## config.mk

```make
export PLATFORM = sky130hd
export DESIGN_NAME = tmds_param_serializer_flat
export DESIGN_NICKNAME = d
export VERILOG_FILES = /design/src/rtl/tmds_pkg.sv /design/src/rtl/tmds_param_serializer_if.sv /design/src/rtl/tmds_lane_shifter.sv /design/src/rtl/tmds_param_serializer.sv /design/src/flat_wrapper.sv
export SDC_FILE = /design/constraint.sdc
export NUM_CORES = 1
export LEC_CHECK = 0
export BUFFER_PORTS_ARGS = -buffer_cell sky130_fd_sc_hd__buf_2
export CELL_PAD_IN_SITES_DETAIL_PLACEMENT = 1
export CELL_PAD_IN_SITES_GLOBAL_PLACEMENT = 2
export CORE_MARGIN = 1.5
export CORE_UTILIZATION = 33
export DETAILED_ROUTE_END_ITERATION = 6
export GPL_ROUTABILITY_DRIVEN = 0
export PLACE_DENSITY = 0.82
export SLEW_MARGIN = 30
export SYNTH_ARGS = -nofsm -noshare
export SYNTH_HDL_FRONTEND = slang
export SYNTH_SLANG_ARGS = --single-unit
```

## constraint.sdc

```tcl
create_clock -name clk -period 1.9 [get_ports clk]
set_input_delay 0.095 -clock clk [delete_from_list [all_inputs] [get_ports clk]]
set_output_delay 0.095 -clock clk [all_outputs]
set_load 0.1 [all_outputs]
```

## src/rtl/tmds_pkg.sv

```systemverilog
// Shared TMDS constants: token width, the four control symbols and the alignment training token.
package tmds_pkg;

    localparam int TMDS_TOKEN_W = 10;

    localparam logic [TMDS_TOKEN_W-1:0] CTRL_00 = 10'b1101010100;
    localparam logic [TMDS_TOKEN_W-1:0] CTRL_01 = 10'b0010101011;
    localparam logic [TMDS_TOKEN_W-1:0] CTRL_10 = 10'b0101010100;
    localparam logic [TMDS_TOKEN_W-1:0] CTRL_11 = 10'b1010101011;

    // Five ones then five zeros: a single unambiguous edge per word for receiver alignment.
    localparam logic [TMDS_TOKEN_W-1:0] TRAIN_TOKEN = 10'b0000011111;

endpackage

```

## src/rtl/tmds_param_serializer_if.sv

```systemverilog
// Token load handshake between the encoder-side CDC FIFO (master) and the serializer (slave).
interface tmds_param_serializer_if #(
    parameter int CHANNELS = 3,
    parameter int TOKEN_W  = 10
);
    logic [CHANNELS*TOKEN_W-1:0] token_in;
    logic                        token_valid;
    logic                        token_ready;

    modport master (output token_in, output token_valid, input token_ready);
    modport slave  (input token_in, input token_valid, output token_ready);
endinterface

```

## src/rtl/tmds_lane_shifter.sv

```systemverilog
// One channel's load/shift register; emits LANES bits per clock LSB-first, output registered.
// Beat 0 of a loaded token appears the cycle after the load edge; never stalls.
module tmds_lane_shifter #(
    parameter int TOKEN_W = 10,
    parameter int LANES   = 2
) (
    input  logic               clk,
    input  logic               rst,
    input  logic               load_i,
    input  logic [TOKEN_W-1:0] token_i,
    output logic [LANES-1:0]   ser_o
);
    logic [TOKEN_W-1:0] shreg_q, shreg_d;
    logic [LANES-1:0]   ser_q, ser_d;

    // Beat 0 goes straight to the output register so tokens follow each other without a bubble.
    always_comb begin
        shreg_d = shreg_q >> LANES;
        ser_d   = shreg_q[LANES-1:0];
        if (load_i) begin
            shreg_d = token_i >> LANES;
            ser_d   = token_i[LANES-1:0];
        end
    end

    always_ff @(posedge clk) begin
        if (rst) begin
            shreg_q <= '0;
            ser_q   <= '0;
        end else begin
            shreg_q <= shreg_d;
            ser_q   <= ser_d;
        end
    end

    assign ser_o = ser_q;
endmodule

```

## src/rtl/tmds_param_serializer.sv

```systemverilog
// TMDS serializer: one token per channel per frame, shifted out LANES bits/clk, idle token on underflow.
// Optional macro TMDS_SER_TRAINING_EN adds train_en, which forces TRAIN_TOKEN on all channels.
module tmds_param_serializer
    import tmds_pkg::*;
#(
    parameter int                  CHANNELS   = 3,
    parameter int                  TOKEN_W    = TMDS_TOKEN_W,
    parameter int                  LANES      = 2,
    parameter logic [TOKEN_W-1:0]  IDLE_TOKEN = TOKEN_W'(CTRL_00)
) (
    input  logic                      clk,
    input  logic                      rst,
    tmds_param_serializer_if.slave    tok,
    input  logic                      underflow_clr,
`ifdef TMDS_SER_TRAINING_EN
    input  logic                      train_en,
`endif
    output logic [CHANNELS*LANES-1:0] ser_out,
    output logic                      frame_start,
    output logic                      underflow
);
    localparam int BEATS = TOKEN_W / LANES;
    localparam int PH_W  = (BEATS > 1) ? $clog2(BEATS) : 1;
    localparam logic [PH_W-1:0] LAST_PH = PH_W'(BEATS - 1);

    generate
        if (TOKEN_W % LANES != 0) begin : g_bad_lanes
            $error("tmds_param_serializer: TOKEN_W must be a multiple of LANES");
        end
    endgenerate

    logic [PH_W-1:0] phase_q, phase_d;
    logic            frame_q;
    logic            underflow_q, underflow_d;
    logic            slot, load, training;

    assign slot            = (phase_q == LAST_PH);
    assign load            = slot && !rst;
    assign tok.token_ready = load;

`ifdef TMDS_SER_TRAINING_EN
    assign training = train_en;
`else
    assign training = 1'b0;
`endif

    always_comb begin
        phase_d = slot ? '0 : phase_q + 1'b1;
    end

    // A missed slot in the same cycle as a clear must still leave the flag set.
    always_comb begin
        underflow_d = underflow_q;
        if (underflow_clr)
            underflow_d = 1'b0;
        if (load && !tok.token_valid && !training)
            underflow_d = 1'b1;
    end

    always_ff @(posedge clk) begin
        if (rst) begin
            phase_q     <= '0;
            frame_q     <= 1'b0;
            underflow_q <= 1'b0;
        end else begin
            phase_q     <= phase_d;
            frame_q     <= load;
            underflow_q <= underflow_d;
        end
    end

    assign frame_start = frame_q;
    assign underflow   = underflow_q;

    generate
        for (genvar c = 0; c < CHANNELS; c++) begin : g_ch
            logic [TOKEN_W-1:0] ld_tok;

            always_comb begin
                ld_tok = IDLE_TOKEN;
                if (training)
                    ld_tok = TOKEN_W'(TRAIN_TOKEN);
                else if (tok.token_valid)
                    ld_tok = tok.token_in[c*TOKEN_W +: TOKEN_W];
            end

            tmds_lane_shifter #(
                .TOKEN_W (TOKEN_W),
                .LANES   (LANES)
            ) u_shifter (
                .clk     (clk),
                .rst     (rst),
                .load_i  (load),
                .token_i (ld_tok),
                .ser_o   (ser_out[c*LANES +: LANES])
            );
        end
    endgenerate
endmodule

```

## src/flat_wrapper.sv

```systemverilog
// flat-port wrapper written by rule: the top's interface ports become plain ports
module tmds_param_serializer_flat import tmds_pkg::*;
#(
    parameter int                  CHANNELS   = 3,
    parameter int                  TOKEN_W    = TMDS_TOKEN_W,
    parameter int                  LANES      = 2,
    parameter logic [TOKEN_W-1:0]  IDLE_TOKEN = TOKEN_W'(CTRL_00)
)
  (clk, rst, underflow_clr, ser_out, frame_start, underflow, tok_token_in, tok_token_valid, tok_token_ready);
  tmds_param_serializer_if #(.CHANNELS(CHANNELS), .TOKEN_W(TOKEN_W)) tok_i ();
  input  logic clk;
  input  logic rst;
  input  logic underflow_clr;
  output logic [CHANNELS*LANES-1:0] ser_out;
  output logic frame_start;
  output logic underflow;
  input wire logic [$bits(tok_i.token_in)-1:0] tok_token_in;
  input wire logic [$bits(tok_i.token_valid)-1:0] tok_token_valid;
  output wire logic [$bits(tok_i.token_ready)-1:0] tok_token_ready;
  assign tok_i.token_in = tok_token_in;
  assign tok_i.token_valid = tok_token_valid;
  assign tok_token_ready = tok_i.token_ready;
  tmds_param_serializer #(.CHANNELS(CHANNELS), .TOKEN_W(TOKEN_W), .LANES(LANES), .IDLE_TOKEN(IDLE_TOKEN)) u_core (.clk(clk), .rst(rst), .tok(tok_i), .underflow_clr(underflow_clr), .ser_out(ser_out), .frame_start(frame_start), .underflow(underflow));
endmodule
```

==> Yosys cells after proc, flatten, opt, wreduce, memory -nomap -nowiden <==
Index checks and enable logic that the tools add are counted.
{ "totals": {"register_bits": 41, "in_bits": 34, "out_inout_bits": 9} }
{ "op_classes": {"n_addsub": 1, "n_eq_ne": 1, "n_mux": 11, "reduce_logical": 6} }
{ "ops": {"columns": ["operator", "n"], "rows": [
  ["2-to-1 mux 10 bit", 3],
  ["2-to-1 mux 8 bit", 3],
  ["2-to-1 mux 2 bit", 3],
  ["adder 3 x 1 -> 3 bit (second input constant)", 1],
  ["== test 3 bit (second input constant)", 1],
  ["logical AND 1 bit", 2],
  ["logical NOT 1 bit", 2],
  ["2-to-1 mux 1 bit", 2],
  ["nonzero test 2 bit", 1],
  ["OR reduction 2 bit", 1]
]} }

==> Depth between registers and ports, before layout <==
Gate-level depths: netlist of run 1.
{ "depth": {"ltp_word": 4, "depth_mapped": 6, "ltp_nobuf": 4} }

==> By module <==
From an unflattened synthesis of run 1, not the netlist that was laid out.
{ "hier_totals": {"cells_unflattened": 142, "area_unflattened_um2": 1442.6} }
{ "by_module_without_submodules": {"columns": ["mod", "instances", "cells_each", "area_per_inst_um2", "seq_area_each_um2"], "rows": [
  ["tmds_lane_shifter", 3, 30, 349.1, 200.2],
  ["tmds_param_serializer", 1, 52, 395.4, 100.1]
]} }

==> Worst setup path before layout of run 1 <==
Ideal clock, no wire load.
{ "synth_path": {"path_type": "reg-to-output", "start": "register u_core.phase_q[0]", "end": "output tok_token_ready", "arrival_ns": 1.553, "required_time_ns": 1.805, "setup_slack_ns": 0.252, "path_stages_with_launch": 7, "path_buffers": 2, "cell_sequence": "dfxtp_1 > inv_1 > ha_1 > buf_6 > buf_2 > nand3b_2 > inv_1"} }
{ "synth_via": {"elab_chain_cells": 2} }
{ "synth_lines": {"columns": ["element", "line", "source"], "rows": [
  ["start, declared", "tmds_param_serializer.sv:32", "logic [PH_W-1:0] phase_q, phase_d;"],
  ["start signal, assigned", "tmds_param_serializer.sv:66", "phase_q <= phase_d;"],
  ["== test 3 bit", "tmds_param_serializer.sv:37", "assign slot = (phase_q == LAST_PH);"],
  ["logical AND 1 bit", "tmds_param_serializer.sv:38", "assign load = slot && !rst;"],
  ["end, declared", "flat_wrapper.sv:19", "output wire logic [$bits(tok_i.token_ready)-1:0] tok_token_ready;"]
]} }
No other way between the ends.

==> Worst setup path after layout of run 1 <==
Ends and elaborated chain as after synthesis.

==> results.sh, run 1 <==
export IMPL_outcome="complete, no violations"
export IMPL_route_met2_wl_um=1540
export IMPL_full_die_area_mm2=0.00494
export IMPL_dp_worst_setup_slack_ns=0.354
export IMPL_syn_nets=188
export IMPL_timing_critical_path_cells="inv_1 > ha_1 > nand3b_2 > inv_1 > buf_12"
export IMPL_route_detailed_vias_per_inst=4.91
export IMPL_setup_ws_ns=0.158
export IMPL_number_of_buffers_added_for_setup_after_cts=0
export IMPL_antenna_found_initial=0
export IMPL_nFillCells=503
export IMPL_area_growth_synth_to_final_pct=22.9
export IMPL_power_mw=1.64
export IMPL_number_of_max_cap_violations=0
export IMPL_synth_yosys_warnings=0
export IMPL_drive_above_1_share_pct=42.1
export IMPL_crit_path_max_fanout=11
export IMPL_timing_critical_path_buf_inv=3
export IMPL_holdCritPathClass="in -> reg"
export IMPL_part_of_the_yosys_area_used_for_sequential_elements_pct=46.9
export IMPL_synth_cell_type_count=19
export IMPL_initialDrtViolationCount=44
export IMPL_clock_latency_at_the_later_pin_of_the_worst_skew_pair_ns=0.29
export IMPL_synth_seq_cells=35
export IMPL_maxSlewHeadroom_pct=58.7
export IMPL_final_min_clock_period_ns=1.74
export IMPL_total_switching_power_mw=0.397
export IMPL_worst_path_largest_cell_delay_ns=0.37
export IMPL_critical_path_end_type="primary output"
export IMPL_dp_cells=234
export IMPL_wire_length_of_the_first_global_routing_pass_um=5680
export IMPL_max_clock_freq_ghz=0.574
export IMPL_place_detailed_hpwl_um=2270
export IMPL_post_synth_cell_area_avg_um2=9.83
export IMPL_met1_length_um=1510
export IMPL_numCtsBuffers=5
export IMPL_core_mm2=0.00435
export IMPL_critical_path_slowest_cell="ha_1"
export IMPL_clkSlewWorstSetupHoldPaths_ns=0.07
export IMPL_clockBufferDepth=2
export IMPL_drc=0
export IMPL_nNetsFinal=225
export IMPL_synth_area_top_cells="dfxtp_1 47%, a21oi_1 11%, a21bo_2 10%"
export IMPL_grt_remaining_overflow=0
export IMPL_final_max_slew_viol_count=0
export IMPL_die_width_um=70.3
export IMPL_cts_root_buffer_type="clkbuf_8"
export IMPL_fp_dieH_um=70.3
export IMPL_totalWireLength_um=3340
export IMPL_finalCritPeriodShare_pct=91.7
export IMPL_initial_util_pct=34.3
export IMPL_clock_power_share_pct=41.8
export IMPL_post_cts_resize_count=0
export IMPL_routed_top_layer="met4"
export IMPL_setup_worst_path_class="reg -> out"
export IMPL_final_core_util_pct=42.2
export IMPL_cpLargestDelayFamily="buffers and inverters"
export IMPL_cts_sink_count=35
export IMPL_ctsHoldBuffers=0
export IMPL_antenna_left=0
export IMPL_syn_inst=152
export IMPL_hold_viol=0
export IMPL_pin_count_of_the_biggest_net_entering_global_routing=32
export IMPL_num_rows=24
export IMPL_pwr_share_comb_pct=11.8
export IMPL_met3_length_um=232
export IMPL_syn_area_mm2=0.00149
export IMPL_internal_power_mw=1.24
export IMPL_clock_skew_ns=0.00801
export IMPL_worstPathRequired_ns=1.80
export IMPL_wl_cell_um=13.8
export IMPL_numPortBuffers=42
export IMPL_cts_tree="built"
export IMPL_worst_slew_pin_transition_ns=0.619
export IMPL_timing_critical_path_arrival_ns=1.65
export IMPL_drtPass1Iterations=3
export IMPL_synth_top_area_cell="dfxtp_1"
export IMPL_seq_power_share_pct=46.3
export IMPL_crit_top_cell="inv_1"
export IMPL_cts_htree_levels=2
export IMPL_pwr_density_cell_mw_per_mm2=893
export IMPL_grt_pass1_vias=1248
export IMPL_synth_largest_type_area_fraction_pct=46.9
export IMPL_final_instance_count_excl_fill=242
export IMPL_total_leakage_power_nw=0.806
export IMPL_ir_worst_vdd_mv=0.426
export IMPL_netSwitchingFraction_pct=24.2
export IMPL_antenna_cells=0
export IMPL_io_pins=43
export IMPL_worst_setup_path_start_kind="flip-flop"
export IMPL_setup_total_negative_slack_ns=0
export IMPL_grt_util_all_layers_pct=14.7
export IMPL_num_vias=1189
export IMPL_report_final_setup_viol=0
export IMPL_grt_setup_unrepaired="false"
cell usage after synthesis:
cell,instances
nand4_1,15
a21bo_2,15
nand2b_1,2
buf_6,2
a311oi_2,8
nand3b_1,1
buf_2,10
inv_1,19
nor3_1,1
and2_4,1
dfxtp_1,35
a311oi_1,1
or3b_1,1
buf_4,3
a21oi_1,32
nor3b_1,1
clkbuf_1,2
nand3b_2,1
ha_1,2
through the flow:
| stage | hold WS (ns) | instance area, um^2 |
|---|---|---|
| 2_1_floorplan | 0.229 | 1490 |
| 3_3_place_gp | 0.337 | 1720 |
| 3_5_place_dp | 0.344 | 1720 |
| 4_1_cts | 0.0353 | 1840 |
| 5_1_grt | 0.0403 | 1840 |
| 6_report | 0.0399 | 1840 |
registers in the layout, indices dropped and copies added, names as in the netlist:
register                       count
u_core.frame_start                 1
u_core.underflow                   1
u_core.g_ch.u_shifter.ser_o        6
u_core.phase_q                     3
u_core.g_ch.u_shifter.shreg_q     24
tightest hold or removal path, stage by stage:
cell	delay (ns)
buf_2	0.09
inv_1	0.04
a21oi_1	0.05
path summary, 6_finish.rpt:
check	start	end	slack, ns	cells past startpoint
min	tok_token_in[19]	u_core.g_ch[1].u_shifter.shreg_q[7]	0.04	3
min reg2reg	u_core.phase_q[0]	u_core.phase_q[0]	0.47	1
max reg2reg	u_core.phase_q[0]	u_core.g_ch[0].u_shifter.shreg_q[1]	0.35	5
max	u_core.phase_q[0]	tok_token_ready	0.16	5
routing by layer:
metal  vias to the layer above  GRT usage [%]
met3                         6           5.92
met2                        38           23.3
met4                         0           5.77
li1                        603              -
met1                       542           17.6
met5                         -              0
area by class of cell:
class                      instances  area, um^2  share of cell area, %
clock inverter                     2        35.0                   1.91
multi-input combinational         81         619                   33.7
sequential                        35         701                   38.1
inverter                          19        71.3                   3.88
tap                               52        65.1                   3.54
timing repair buffer              47         263                   14.3
clock buffer                       6        82.6                   4.50
logic make-up after synthesis:
kind of cell	Yosys count	synth area share [%]
AOI/OAI and AO/OA	56	29.4
buffers and inverters	36	11.6
DFF	35	46.9
and+or+nand+nor	23	10.4
adders and majority gates	2	1.67
cell usage in the layout, fill, tap and decap left out, types with 2 or more instances in the layout:
master,netlist,routed
a311oi_2,8,8
dfxtp_1,35,35
buf_2,10,41
buf_4,3,5
inv_1,19,19
nand2b_1,2,2
clkbuf_8,0,6
nand4_1,15,15
ha_1,2,2
a21oi_1,32,32
a21bo_2,15,15
power groups by stage:
stage,Sequential (mW),Clock [mW],Combinational (mW)
after floorplan,0.791,0,0.128
after global placement,0.775,0,0.189
after detailed placement,0.777,0,0.197
after CTS,0.760,0.706,0.198
after global routing,0.762,0.739,0.215
final,0.760,0.686,0.194
No activity file was read; power rests on OpenSTA's default activity.
==> run 2, diff against run 1 <==
==> constraint.sdc (replaced) <==
create_clock -name clk -period 1.9 [get_ports clk]
set_input_delay 0.38 -clock clk [delete_from_list [all_inputs] [get_ports clk]]
set_output_delay 0.38 -clock clk [all_outputs]
set_load 0.1 [all_outputs]
==> run 2 against run 1 <==
  * Non-clock buffer count is 1 lower
  * Core utilization is 0.86 points lower
  * Register-to-register slack improved by 0.12 ns
  * Critical path type unchanged
==> results.sh, run 2 (same netlist as run 1, synthesis figures left out) <==
export IMPL_route_detailed_vias_per_inst=4.96
export IMPL_grt_setup_unrepaired="false"
export IMPL_pwr_density_cell_mw_per_mm2=804
export IMPL_numPortBuffers=42
export IMPL_initialDrtViolationCount=46
export IMPL_fp_dieH_um=70.3
export IMPL_cpLargestDelayFamily="flip-flops"
export IMPL_area_growth_synth_to_final_pct=20.4
export IMPL_wire_length_of_the_first_global_routing_pass_um=5720
export IMPL_min_delay_path_depth=3
export IMPL_clock_power_share_pct=33.8
export IMPL_place_detailed_hpwl_um=2310
export IMPL_hold_path_startpoint="tok_token_in[9]"
export IMPL_core_mm2=0.00435
export IMPL_max_flop_register="u_core.g_ch.u_shifter.shreg_q"
export IMPL_clock_skew_ns=0.00202
export IMPL_timing_critical_path_buf_inv=3
export IMPL_reg2reg_from="u_core.phase_q[2]"
export IMPL_maxSlewHeadroom_pct=58.2
export IMPL_number_of_max_cap_violations=0
export IMPL_cts_sink_count=35
export IMPL_pwr_share_comb_pct=13.8
export IMPL_outcome="complete, no violations"
export IMPL_die_width_um=70.3
export IMPL_grt_util_all_layers_pct=14.9
export IMPL_antenna_found_initial=0
export IMPL_global_route_peak_usage_layer="met2"
export IMPL_worst_slew_pin_transition_ns=0.627
export IMPL_clkSlewWorstSetupHoldPaths_ns=0.06
export IMPL_crit_path_max_fanout=8
export IMPL_initial_util_pct=34.3
export IMPL_final_max_slew_viol_count=0
export IMPL_drtPass1Iterations=4
export IMPL_reg2reg_setup_slack_ns=0.47
export IMPL_timing_critical_path_cells="inv_1 > ha_2 > nand3b_4 > clkinvlp_4 > buf_12"
export IMPL_clockBufferDepth=2
export IMPL_globalRouteMet1Util_pct=19.6
export IMPL_clock_latency_at_the_later_pin_of_the_worst_skew_pair_ns=0.28
export IMPL_internal_power_mw=1.06
export IMPL_groute_layer_met2_usage_pct=21.5
export IMPL_max_clock_freq_ghz=0.565
export IMPL_grt_remaining_overflow=0
export IMPL_setup_total_negative_slack_ns=0
export IMPL_timing_critical_path_arrival_ns=1.39
export IMPL_layout_cells_most_common="buf_2"
export IMPL_full_die_area_mm2=0.00494
export IMPL_worstPathRequired_ns=1.52
export IMPL_cts_tree="built"
export IMPL_io_pins=43
export IMPL_total_switching_power_mw=0.383
export IMPL_grt_util_met3_pct=5.05
export IMPL_start_point_of_the_critical_path="u_core.phase_q[0]"
export IMPL_totalWireLength_um=3420
export IMPL_power_mw=1.45
export IMPL_num_rows=24
export IMPL_antenna_left=0
export IMPL_hold_viol=0
export IMPL_critical_path_slowest_cell="dfxtp_1"
export IMPL_dp_cells=233
export IMPL_pin_count_of_the_biggest_net_entering_global_routing=44
export IMPL_seq_power_share_pct=52.4
export IMPL_drive_above_1_share_pct=41.7
export IMPL_largest_register_ffs=24
export IMPL_total_leakage_power_nw=0.780
export IMPL_cts_htree_levels=2
export IMPL_wl_cell_um=14.3
export IMPL_setup_worst_path_class="reg -> out"
export IMPL_netSwitchingFraction_pct=26.5
export IMPL_final_instance_count_excl_fill=239
export IMPL_numCtsBuffers=5
export IMPL_final_core_util_pct=41.3
export IMPL_grt_pass1_vias=1215
export IMPL_critical_path_end_type="primary output"
export IMPL_finalCritPeriodShare_pct=93.1
export IMPL_antenna_cells=0
export IMPL_worst_setup_path_start_kind="flip-flop"
export IMPL_cp_depth=5
export IMPL_final_min_clock_period_ns=1.77
export IMPL_holdCritPathClass="in -> reg"
export IMPL_cts_root_buffer_type="clkbuf_8"
export IMPL_reg2regPathDepth=3
export IMPL_report_final_setup_viol=0
export IMPL_drc=0
export IMPL_worst_path_largest_cell_delay_ns=0.37
export IMPL_num_vias=1185
export IMPL_ir_worst_vdd_mv=0.343
export IMPL_layout_common_cells="41 x buf_2, 35 x dfxtp_1, 32 x a21oi_1"
export IMPL_nNetsFinal=224
[run 2: worst reg2reg max path, delay by kind of cell, from the launching register on]
kind | cells | cell delay [ns]
buf+inv | 1 | 0.40
simple gates | 1 | 0.36
compound gates | 1 | 0.12
flops | 1 | 0.40
[run 2: final cells by class]
cell class                 instances  area (um^2)
clock buffer                       6         72.6
inverter                          19         75.1
fill                             517         2550
tap                               52         65.1
multi-input combinational         81          631
timing repair buffer              46          255
sequential                        35          701
[run 2: stage by stage]
stage	instance area, um^2	setup WS [ns]	hold WS [ns]
global placement	1720	0.358	0.444
CTS	1800	0.0312	0.323
global route	1800	0.0352	0.339
finish	1800	0.132	0.331
floorplan	1500	0.0701	0.430
detailed placement	1720	0.268	0.468
[run 2: power by group through the flow]
stage	Sequential [mW]	Clock, mW	Combinational [mW]
5_1_grt	0.760	0.541	0.221
2_1_floorplan	0.791	0	0.128
4_1_cts	0.758	0.509	0.201
3_3_place_gp	0.773	0	0.192
6_report	0.758	0.489	0.200
3_5_place_dp	0.775	0	0.198
[run 2: path summary, 6_finish.rpt]
path	to
max	tok_token_ready
max reg2reg	u_core.g_ch[0].u_shifter.shreg_q[2]
min	u_core.g_ch[0].u_shifter.shreg_q[7]
min reg2reg	u_core.underflow
[run 2: repair_timing]
action	in CTS	in global routing
buffers inserted	0	0
gates resized for setup	1	1
endpoints found under the setup margin	1	1
hold buffers	0	0
[run 2: routing by layer]
| metal | share of wire (%) | vias up |
|---|---|---|
| li1 | - | 603 |
| met4 | 1.9 | 0 |
| met1 | 46 | 538 |
| met2 | 45 | 37 |
| met3 | 7.3 | 7 |
| met5 | 0 | - |
==> run 3, diff against run 2 <==
--- a/config.mk
+++ b/config.mk
@@ -5,14 +5,15 @@
 export SDC_FILE = /design/constraint.sdc
 export NUM_CORES = 1
 export LEC_CHECK = 0
+export ABC_AREA = 1
 export BUFFER_PORTS_ARGS = -buffer_cell sky130_fd_sc_hd__buf_2
 export CELL_PAD_IN_SITES_DETAIL_PLACEMENT = 1
 export CELL_PAD_IN_SITES_GLOBAL_PLACEMENT = 2
 export CORE_MARGIN = 1.5
-export CORE_UTILIZATION = 33
+export CORE_UTILIZATION = 29
 export DETAILED_ROUTE_END_ITERATION = 6
 export GPL_ROUTABILITY_DRIVEN = 0
-export PLACE_DENSITY = 0.82
+export PLACE_DENSITY = 0.8
 export SLEW_MARGIN = 30
 export SYNTH_ARGS = -nofsm -noshare
 export SYNTH_HDL_FRONTEND = slang
==> run 3 against run 2 <==
  * Die area is 3.6% lower
  * Wire length is 15% lower
  * Final area is 11% lower
  * Sequential share of layout area increased by 4.8 points
  * Worst hold slack worse by 0.020 ns
  * Global-route usage fell by 1.8 points
  * Sequential power rose by 1%
  * Critical endpoint unchanged
==> results.sh, run 3 <==
export IMPL_max_clock_freq_ghz=0.605
export IMPL_core_mm2=0.00409
export IMPL_place_detailed_hpwl_um=2130
export IMPL_clock_latency_at_the_later_pin_of_the_worst_skew_pair_ns=0.28
export IMPL_drive_above_1_share_pct=30.5
export IMPL_cts_sink_count=35
export IMPL_post_cts_resize_count=0
export IMPL_multi_input_comb_area_um2=460
export IMPL_antenna_left=0
export IMPL_fp_dieH_um=69.0
export IMPL_clock_skew_ns=0.00679
export IMPL_total_leakage_power_nw=0.843
export IMPL_sequential_cell_area_um2=701
export IMPL_synth_cell_type_count=19
export IMPL_ir_worst_vdd_mv=0.344
export IMPL_num_vias=1074
export IMPL_timing_critical_path_arrival_ns=1.27
export IMPL_worst_setup_path_start_kind="flip-flop"
export IMPL_nNetsFinal=233
export IMPL_post_synth_top_cells="47 x nand2_1, 35 x dfxtp_1, 18 x nor2_1, 17 x nand3_1, 9 x inv_1"
export IMPL_report_final_setup_viol=0
export IMPL_syn_inst=152
export IMPL_syn_nets=188
export IMPL_final_min_clock_period_ns=1.65
export IMPL_clkSlewWorstSetupHoldPaths_ns=0.07
export IMPL_grt_remaining_overflow=0
export IMPL_initial_util_pct=30.9
export IMPL_maxSlewHeadroom_pct=68.1
export IMPL_full_die_area_mm2=0.00476
export IMPL_outcome="complete, no violations"
export IMPL_synth_async_sr_flop_share_pct=0
export IMPL_layout_common_cells="47 x nand2_1, 41 x buf_2, 35 x dfxtp_1"
export IMPL_totalWireLength_um=2900
export IMPL_number_of_buffers_added_for_setup_after_cts=0
export IMPL_drc=0
export IMPL_synth_largest_type_area_fraction_pct=55.4
export IMPL_cts_tree="built"
export IMPL_dp_worst_setup_slack_ns=0.368
export IMPL_max_flop_register="u_core.g_ch.u_shifter.shreg_q"
export IMPL_post_synth_cell_area_avg_um2=8.31
export IMPL_final_instance_count_excl_fill=247
export IMPL_largest_register_ffs=24
export IMPL_grt_pass1_vias=1150
export IMPL_synth_yosys_warnings=0
export IMPL_numPortBuffers=42
export IMPL_final_max_slew_viol_count=0
export IMPL_ctsHoldBuffers=0
export IMPL_setup_worst_path_class="reg -> out"
export IMPL_setup_ws_ns=0.246
export IMPL_nFillCells=524
export IMPL_cts_htree_levels=2
export IMPL_antenna_cells=0
export IMPL_wire_length_of_the_first_global_routing_pass_um=4960
export IMPL_pin_count_of_the_biggest_net_entering_global_routing=25
export IMPL_io_pins=43
export IMPL_synth_area_top_cells="dfxtp_1 55%, nand2_1 14%, nand3_1 6.7%"
export IMPL_hold_viol=0
export IMPL_wl_cell_um=11.7
export IMPL_numCtsBuffers=5
export IMPL_dp_cells=240
export IMPL_finalCritPeriodShare_pct=87.1
export IMPL_die_width_um=69.0
export IMPL_critical_path_end_type="primary output"
export IMPL_initialDrtViolationCount=37
export IMPL_synth_enable_flop_cells=0
export IMPL_syn_area_mm2=0.00126
export IMPL_yosys_cell_count_top_type="nand2_1"
export IMPL_clockBufferDepth=2
export IMPL_crit_path_max_fanout=7
export IMPL_reg2reg_setup_slack_ns=0.38
export IMPL_setup_total_negative_slack_ns=0
export IMPL_antenna_found_initial=0
export IMPL_cts_root_buffer_type="clkbuf_8"
export IMPL_layout_cells_most_common="nand2_1"
export IMPL_holdCritPathClass="in -> reg"
export IMPL_grt_util_all_layers_pct=13.1
export IMPL_drtPass1Iterations=4
export IMPL_num_rows=23
export IMPL_area_growth_synth_to_final_pct=26.6
export IMPL_synth_seq_cells=35
export IMPL_synth_main_ff_cell="dfxtp_1"
export IMPL_pwr_density_cell_mw_per_mm2=906
export IMPL_route_detailed_vias_per_inst=4.35
export IMPL_number_of_max_cap_violations=0
export IMPL_grt_setup_unrepaired="false"
export IMPL_part_of_the_yosys_area_used_for_sequential_elements_pct=55.4
export IMPL_synth_top_area_cell="dfxtp_1"
export IMPL_worstPathRequired_ns=1.52
export IMPL_worst_slew_pin_transition_ns=0.478
run 3: cell types whose count changed after synthesis, sizes merged, moves of 9 or more:
cell / delta
nand2: +48
nor2: +20
nand4: -15
nand3: +17
a21bo: -15
a311oi: -9
a21oi: -30
run 3: where the power goes:
part | leakage [nW] | switching, mW | internal, mW | total [mW]
combinational | 0.513 | 0.0997 | 0.0536 | 0.153
sequential | 0.283 | 0.00974 | 0.758 | 0.768
clock | 0.0470 | 0.245 | 0.284 | 0.529
run 3: cells by family after synthesis:
kind of cell    after synthesis  share of synthesized area (%)
simple gates                 86                           28.9
flops                        35                           55.4
xor+xnor                      1                          0.693
buf+inv                      18                           8.12
fa+ha+maj                     2                           1.98
compound gates               10                           4.85
run 3: cell type report:
cell class / count / area share [%]
Tap cell: 50 / 3.91
Timing Repair Buffer: 45 / 15.5
Clock buffer: 6 / 5.16
Multi-Input combinational cell: 99 / 28.8
Clock inverter: 1 / 0.313
Sequential cell: 35 / 43.8
Inverter: 11 / 2.58
run 3: per-stage QoR:
| stage | hold slack [ns] | total power, mW | util [%] | instance area [um^2] |
|---|---|---|---|---|
| floorplan | 0.396 | 0.884 | - | 1260 |
| global placement | 0.408 | 0.933 | 37.0 | 1510 |
| detailed placement | 0.412 | 0.940 | 37.0 | 1510 |
| CTS | 0.301 | 1.48 | 39.2 | 1600 |
| global route | 0.314 | 1.52 | 39.2 | 1600 |
| finish | 0.311 | 1.45 | 39.2 | 1600 |
run 3: path summary, 6_finish.rpt:
path	startpoint	end	cells past startpoint
max	u_core.phase_q[0]	tok_token_ready	5
min	tok_token_in[6]	u_core.g_ch[0].u_shifter.shreg_q[4]	3
max reg2reg	u_core.phase_q[0]	u_core.g_ch[1].u_shifter.ser_o[1]	8
min reg2reg	u_core.g_ch[1].u_shifter.shreg_q[7]	u_core.g_ch[1].u_shifter.shreg_q[5]	2
run 3: per-layer routing:
metal,track usage [%],vias up,wire length [um]
met5,0,-,0
li1,-,556,-
met3,5.26,5,212
met1,14.5,477,1260
met2,22.8,36,1380
met4,4.58,0,41
run 3: worst max-delay path, cell delays in order, from the launching register on:
cell and delay, ns:
dfxtp_1 0.33, inv_1 0.06, ha_1 0.18, nand2_4 0.10, nor2_4 0.14, buf_12 0.18
